[src/rtl/reorder_buffer.sv]
// ---------------------------------------------------------------------------
// reorder_buffer
// In-order commit queue for the out-of-order core. It hands out ROB tags
// (1..DEPTH; tag 0 means "value lives in the register file") to decoded
// instructions and captures results broadcast on the CDB. It retires the
// oldest entry through the register file's WP1 commit port.
//
// Optional feature: define ROB_STATS_EN to build a 32-bit retired-instruction
// counter on o_commit_count. Only reset clears it; flush does not. With the
// macro undefined, the output is tied to zero and no counter flop exists.
// ---------------------------------------------------------------------------
module reorder_buffer #(
    parameter int DEPTH = 15,
    parameter int TAG_W = 5
) (
    input  logic              i_clk,
    input  logic              i_rst,
    input  logic              i_flush,
    // decode / allocation
    input  logic              i_alloc_req,
    input  logic              i_alloc_Wen,
    input  logic [4:0]        i_alloc_DRindex,
    output logic              o_alloc_ready,
    output logic              o_Decoded_WP1_Wen,
    output logic [TAG_W-1:0]  o_Decoded_WP1_ROBEN,
    output logic [4:0]        o_Decoded_WP1_DRindex,
    // common data bus
    input  logic              i_CDB_valid,
    input  logic [TAG_W-1:0]  i_CDB_ROBEN,
    input  logic [31:0]       i_CDB_Data,
    // operand lookup
    input  logic [TAG_W-1:0]  i_RP_ROBEN1,
    input  logic [TAG_W-1:0]  i_RP_ROBEN2,
    output logic              o_RP_ready1,
    output logic              o_RP_ready2,
    output logic [31:0]       o_RP_Data1,
    output logic [31:0]       o_RP_Data2,
    // commit
    output logic              o_commit_valid,
    output logic              o_WP1_Wen,
    output logic [TAG_W-1:0]  o_WP1_ROBEN,
    output logic [4:0]        o_WP1_DRindex,
    output logic [31:0]       o_WP1_Data,
    // status
    output logic              o_full,
    output logic              o_empty,
    output logic [TAG_W-1:0]  o_count,
    output logic [31:0]       o_commit_count
);

    // Every possible tag value gets a slot, so any TAG_W-bit tag indexes
    // the arrays without a range check. Slot 0 and slots above DEPTH are
    // never allocated, so their valid bits stay 0. Their lookups therefore
    // behave like lookups of an empty entry.
    localparam int               SLOTS     = 2 ** TAG_W;
    localparam logic [TAG_W-1:0] DEPTH_TAG = TAG_W'(DEPTH);
    localparam logic [TAG_W-1:0] FIRST_TAG = TAG_W'(1);

    if (DEPTH < 2 || DEPTH > 31 || TAG_W != 5) begin : g_bad_param
        $error("reorder_buffer: DEPTH must be 2..31 and TAG_W must be 5");
    end

    // ---------------- state ----------------
    logic              r_valid   [SLOTS];
    logic              r_ready   [SLOTS];
    logic              r_wen     [SLOTS];
    logic [4:0]        r_dr      [SLOTS];
    logic [31:0]       r_data    [SLOTS];
    logic [TAG_W-1:0]  r_head;
    logic [TAG_W-1:0]  r_tail;
    logic [TAG_W-1:0]  r_count;

    // ---------------- events of this cycle ----------------
    logic              w_full;
    logic              w_alloc;
    logic              w_cdb_hit;
    logic              w_commit;
    logic              w_discard;
    logic [TAG_W-1:0]  w_next_head;
    logic [TAG_W-1:0]  w_next_tail;

    // Tag successor: walk 1..DEPTH and skip tag 0 on the wrap.
    function automatic logic [TAG_W-1:0] f_next_tag(input logic [TAG_W-1:0] tag);
        return (tag == DEPTH_TAG) ? FIRST_TAG : tag + FIRST_TAG;
    endfunction

    assign w_full      = (r_count == DEPTH_TAG);
    assign w_discard   = i_rst || i_flush;
    // A slot freed by this cycle's commit is not offered to this cycle's
    // allocation. This keeps o_alloc_ready independent of the commit path.
    assign w_alloc     = i_alloc_req && !w_full;
    assign w_cdb_hit   = i_CDB_valid && r_valid[i_CDB_ROBEN] && !r_ready[i_CDB_ROBEN];
    assign w_commit    = r_valid[r_head] && r_ready[r_head];
    assign w_next_head = f_next_tag(r_head);
    assign w_next_tail = f_next_tag(r_tail);

    // ---------------- allocation port ----------------
    assign o_alloc_ready         = !w_full;
    assign o_Decoded_WP1_ROBEN   = r_tail;
    assign o_Decoded_WP1_DRindex = i_alloc_DRindex;
    assign o_Decoded_WP1_Wen     = w_alloc && i_alloc_Wen && (i_alloc_DRindex != 5'd0);

    // ---------------- commit port (registered state only) ----------------
    assign o_commit_valid = w_commit;
    assign o_WP1_Wen      = w_commit && r_wen[r_head] && (r_dr[r_head] != 5'd0);
    assign o_WP1_ROBEN    = r_head;
    assign o_WP1_DRindex  = r_dr[r_head];
    assign o_WP1_Data     = r_data[r_head];

    // ---------------- status ----------------
    assign o_full  = w_full;
    assign o_empty = (r_count == '0);
    assign o_count = r_count;

    // Entry control bits and queue pointers: reset/flush clear, else alloc/CDB/commit.
    always_ff @(posedge i_clk) begin
        if (w_discard) begin
            for (int i = 0; i < SLOTS; i++) begin
                r_valid[i] <= 1'b0;
                r_ready[i] <= 1'b0;
            end
            r_head  <= FIRST_TAG;
            r_tail  <= FIRST_TAG;
            r_count <= '0;
        end else begin
            // NOTE: non-blocking assignments throughout. Commit uses the
            // pre-edge head entry while allocation and CDB capture write other
            // slots at the same edge.
            // A valid head is never the tail unless full, and a full queue
            // cannot allocate. So alloc and commit never touch the same slot.
            // CDB capture needs !ready and commit needs ready, so those two
            // cannot collide either.
            if (w_alloc) begin
                r_valid[r_tail] <= 1'b1;
                r_ready[r_tail] <= 1'b0;
                r_wen[r_tail]   <= i_alloc_Wen;
                r_dr[r_tail]    <= i_alloc_DRindex;
                r_tail          <= w_next_tail;
            end
            if (w_cdb_hit) begin
                r_ready[i_CDB_ROBEN] <= 1'b1;
            end
            if (w_commit) begin
                r_valid[r_head] <= 1'b0;
                r_head          <= w_next_head;
            end
            if (w_alloc && !w_commit) begin
                r_count <= r_count + FIRST_TAG;
            end else if (!w_alloc && w_commit) begin
                r_count <= r_count - FIRST_TAG;
            end
        end
    end

    // Result storage: written on CDB capture only.
    always_ff @(posedge i_clk) begin
        // NOTE: the data array has no reset. A slot's data is only
        // consumed once its ready bit, which is reset, says it was written.
        if (!w_discard && w_cdb_hit) begin
            r_data[i_CDB_ROBEN] <= i_CDB_Data;
        end
    end

    // Operand lookup port 1: tag 0, then CDB bypass, then stored entry.
    always_comb begin
        // NOTE: both outputs get a default first so no path infers a latch.
        o_RP_ready1 = r_ready[i_RP_ROBEN1];
        o_RP_Data1  = r_data[i_RP_ROBEN1];
        if (i_RP_ROBEN1 == '0) begin
            o_RP_ready1 = 1'b1;
            o_RP_Data1  = 32'd0;
        end else if (i_CDB_valid && (i_CDB_ROBEN == i_RP_ROBEN1)) begin
            o_RP_ready1 = 1'b1;
            o_RP_Data1  = i_CDB_Data;
        end
    end

    // Operand lookup port 2: same priority as port 1.
    always_comb begin
        o_RP_ready2 = r_ready[i_RP_ROBEN2];
        o_RP_Data2  = r_data[i_RP_ROBEN2];
        if (i_RP_ROBEN2 == '0) begin
            o_RP_ready2 = 1'b1;
            o_RP_Data2  = 32'd0;
        end else if (i_CDB_valid && (i_CDB_ROBEN == i_RP_ROBEN2)) begin
            o_RP_ready2 = 1'b1;
            o_RP_Data2  = i_CDB_Data;
        end
    end

`ifdef ROB_STATS_EN
    logic [31:0] r_commit_count;

    // Retired-instruction counter: cleared by reset only, holds across flush.
    always_ff @(posedge i_clk) begin
        if (i_rst) begin
            r_commit_count <= '0;
        end else if (!i_flush && w_commit) begin
            r_commit_count <= r_commit_count + 32'd1;
        end
    end

    assign o_commit_count = r_commit_count;
`else
    assign o_commit_count = 32'd0;
`endif

endmodule
[config.mk]
export PLATFORM = sky130hd
export DESIGN_NAME = reorder_buffer
export DESIGN_NICKNAME = d
export VERILOG_FILES = /design/src/rtl/reorder_buffer.sv
export SDC_FILE = /design/constraint.sdc
export NUM_CORES = 2
export LEC_CHECK = 0
export ABC_AREA = 0
export BUFFER_PORTS_ARGS = -buffer_cell sky130_fd_sc_hd__clkbuf_2
export CAP_MARGIN = 20
export CORE_MARGIN = 8
export CORE_UTILIZATION = 40
export CTS_CLUSTER_SIZE = 24
export DETAILED_ROUTE_END_ITERATION = 12
export GPL_TIMING_DRIVEN = 0
export PLACE_DENSITY = 0.63
export SYNTH_ARGS = -nofsm -noshare
export SYNTH_HDL_FRONTEND = slang
export SYNTH_SLANG_ARGS = --single-unit
[constraint.sdc]
create_clock -name i_clk -period 6 [get_ports i_clk]
set_clock_uncertainty 0.1 [all_clocks]
set_input_delay 1.2 -clock i_clk [delete_from_list [all_inputs] [get_ports i_clk]]
set_output_delay 1.2 -clock i_clk [all_outputs]
set_load 0.01 [all_outputs]
==> results.yml <==
final_layout:
  final_common_cell: "edfxtp_1"
  layout_common_cells: "edfxtp_1, mux4_2, clkbuf_2"
  drive_gt1_share_pct: 41.3
  design.final.nets: 4278
  synthToLayoutAreaGrowth_pct: 16.7
  fin_cells: 6567
  final_util_pct: 46.8
setup_path:
  crit_fanout: 10
  cp.arrival_ps: 4830
  required_ps: 4700
  end_kind: "output pin"
  startpoint_type: "primary input"
  critPathKind: "primary input to output pin"
power:
  power.total_uw: 20700
  vdd_ir_drop_max_mv: 0.300
  power_density_mw_per_mm2: 259
  p_leak_uw: 0.0260
drt:
  wl_per_cell_um: 42.4
  dr.pass1.iters: 7
  ant_nets: 0
  drt_iter0_drc: 9601
  totalWireLength_mm: 279
  drc: 0
  vias: 47076
  via_per_inst: 7.17
synthesis:
  avgSynthCellArea_um2: 18.6
  syn_area_mm2: 0.0686
  ys_types: 63
  syn_inst: 3679
  synth_top_cell_area_share_pct: 53.3
  synth.area.top_cells: "edfxtp_1, mux4_2, mux2i_1"
  synth_edf_count: 1216
  synth_top_area_cell: "edfxtp_1"
  ys_async_sr_fraction_pct: 0
  yosysWarnings: 0
  synthFlopType: "edfxtp_1"
  synth_seq_cells: 1300
  yosysSeqAreaShare_pct: 55.7
grt:
  grt_pass1_vias: 45472
  grt_use_total_pct: 29.2
  grt_max_degree: 35
  antenna_found_initial: 11
  overflow: 0
  grt_pass1_wl_mm: 375
clock_tree:
  cts_made_buffers: 144
  clkTransAtPathRegs_ps: 60
  clockBufferDepth: 3
  cts_setup_buffers: 0
  clock-sinks: 1300
  cts_tree: "built"
  cts_root_buffer: "clkbuf_16"
  clk_latency_ps: 840
  cts_htree_levels: 4
sta:
  hold_viol_final: 0
  finalWorstSetupSlack_ps: -126
  finalSetupViolCount: 12
  slew_viol_final: 0
  max_freq_mhz: 163
  relSlewSlack_pct: 12.7
  fin_crit_ps: 6130
  timing.final.crit_share_pct: 102
  tightest_slew_ps: 1310
placed_design:
  dp.cells: 6292
  gp_congestion: 0.957
  pre_cts_ws_ps: -1010
  numPortBuffers: 174
  dp_hpwl_mm: 198
worst_hold_path:
  min_path_type: "flip-flop to flip-flop"
floorplanning:
  core_mm2: 0.171
  pin_count: 219
  core.rowCount: 152
  dieArea_mm2: 0.185
  start_util_pct: 40.1
  fp.dieW_um: 430
  die_y_um: 430
outcome:
  status: "complete, but fails checks"
  violations: "negative setup slack"
run:
  cap_violations: 0
-- path summary, 6_finish.rpt --
path	startpoint	endpoint	slack, ps	depth (start not counted)
max	i_RP_ROBEN2[1]	o_RP_Data2[11]	-130	10
min reg2reg	r_valid[14]$_SDFF_PP0_	r_valid[14]$_SDFF_PP0_	370	2
min	r_valid[14]$_SDFF_PP0_	r_valid[14]$_SDFF_PP0_	370	2
max reg2reg	flip-flop	o_count[4]$_SDFFE_PP0P_	1450	16
-- power by group --
part | internal [uW] | switching [uW] | leakage, uW
combinational | 650 | 1120 | 0.0121
clock | 5120 | 3920 | 0.00229
sequential | 9910 | 4.85 | 0.0116
total | 15700 | 5040 | 0.0260
-- worst max-delay path: stages --
cell      delay, ps
clkbuf_2        220
buf_2           340
nor2_1          640
clkbuf_1       1010
a221oi_1        260
a22oi_1         250
o21ai_0         230
o211ai_1        280
a21oi_1         190
clkbuf_2        180
-- cells by family after synthesis --
kind of cell | share of synthesized area, %
fa+ha+maj | 0.248
other cells | 0.00547
mux | 34.4
compound gates | 3.69
buf+inv | 2.84
flops | 55.7
xor+xnor | 0.192
simple gates | 2.91
-- timing repair --
action / in CTS / in global routing
resized for setup: 19 / 11
hold buffers: 0 / 0
gates cloned: 0 / 0
setup endpoints to repair: 45 / 8
-- synth_stat cells, drive strengths merged, types with 10 or more instances --
cell	number
mux2i	176
nand2	169
o31ai	17
a21oi	40
and2	14
o211ai	55
dfxtp	84
a22oi	37
a32oi	10
edfxtp	1216
a31oi	27
clkbuf	153
inv	22
nor2	141
nand3	43
o21ai	35
or2	12
nor3	23
buf	227
mux4	969
a221oi	42
ha	12
nor2b	11
a211oi	63
xor2	11
-- final cells by class --
type                       count  area, um2
fill                       14223      91000
antenna                       10       25.0
tap                         2233       2790
clock buffer                 182       3820
clock inverter                81        878
sequential                  1300      38200
timing repair buffer         353       3520
inverter                      22       87.6
buffer                       378       1900
multi-input combinational   2008      28800
-- state kept, by name, summed over array words and instances (netlist names), named ones only --
signal	flops
r_data	1024
r_dr	160
r_ready	32
r_valid	32
r_wen	32
o_Decoded_WP1_ROBEN	5
o_WP1_ROBEN	5
o_count	5
-- metal layers --
| metal | GRT usage, % | share of wire [%] | vias to the layer above |
|---|---|---|---|
| li1 | - | - | 17046 |
| met1 | 37.4 | 34 | 24301 |
| met2 | 42.9 | 44 | 4712 |
| met3 | 9.63 | 15 | 1013 |
| met4 | 18.3 | 7.7 | 4 |
| met5 | 0 | 0.012 | - |
-- per-stage QoR --
step                hold WS [ps]  area (um2)  setup TNS (ps)
global placement             345       72300        -3238780
CTS                          361       79900               0
finish                       370       80000            -553
floorplan                    331       68700               0
detailed placement           353       75100          -21950
global route                 383       80000           -13.3
(Power assumes the default switching activity.)
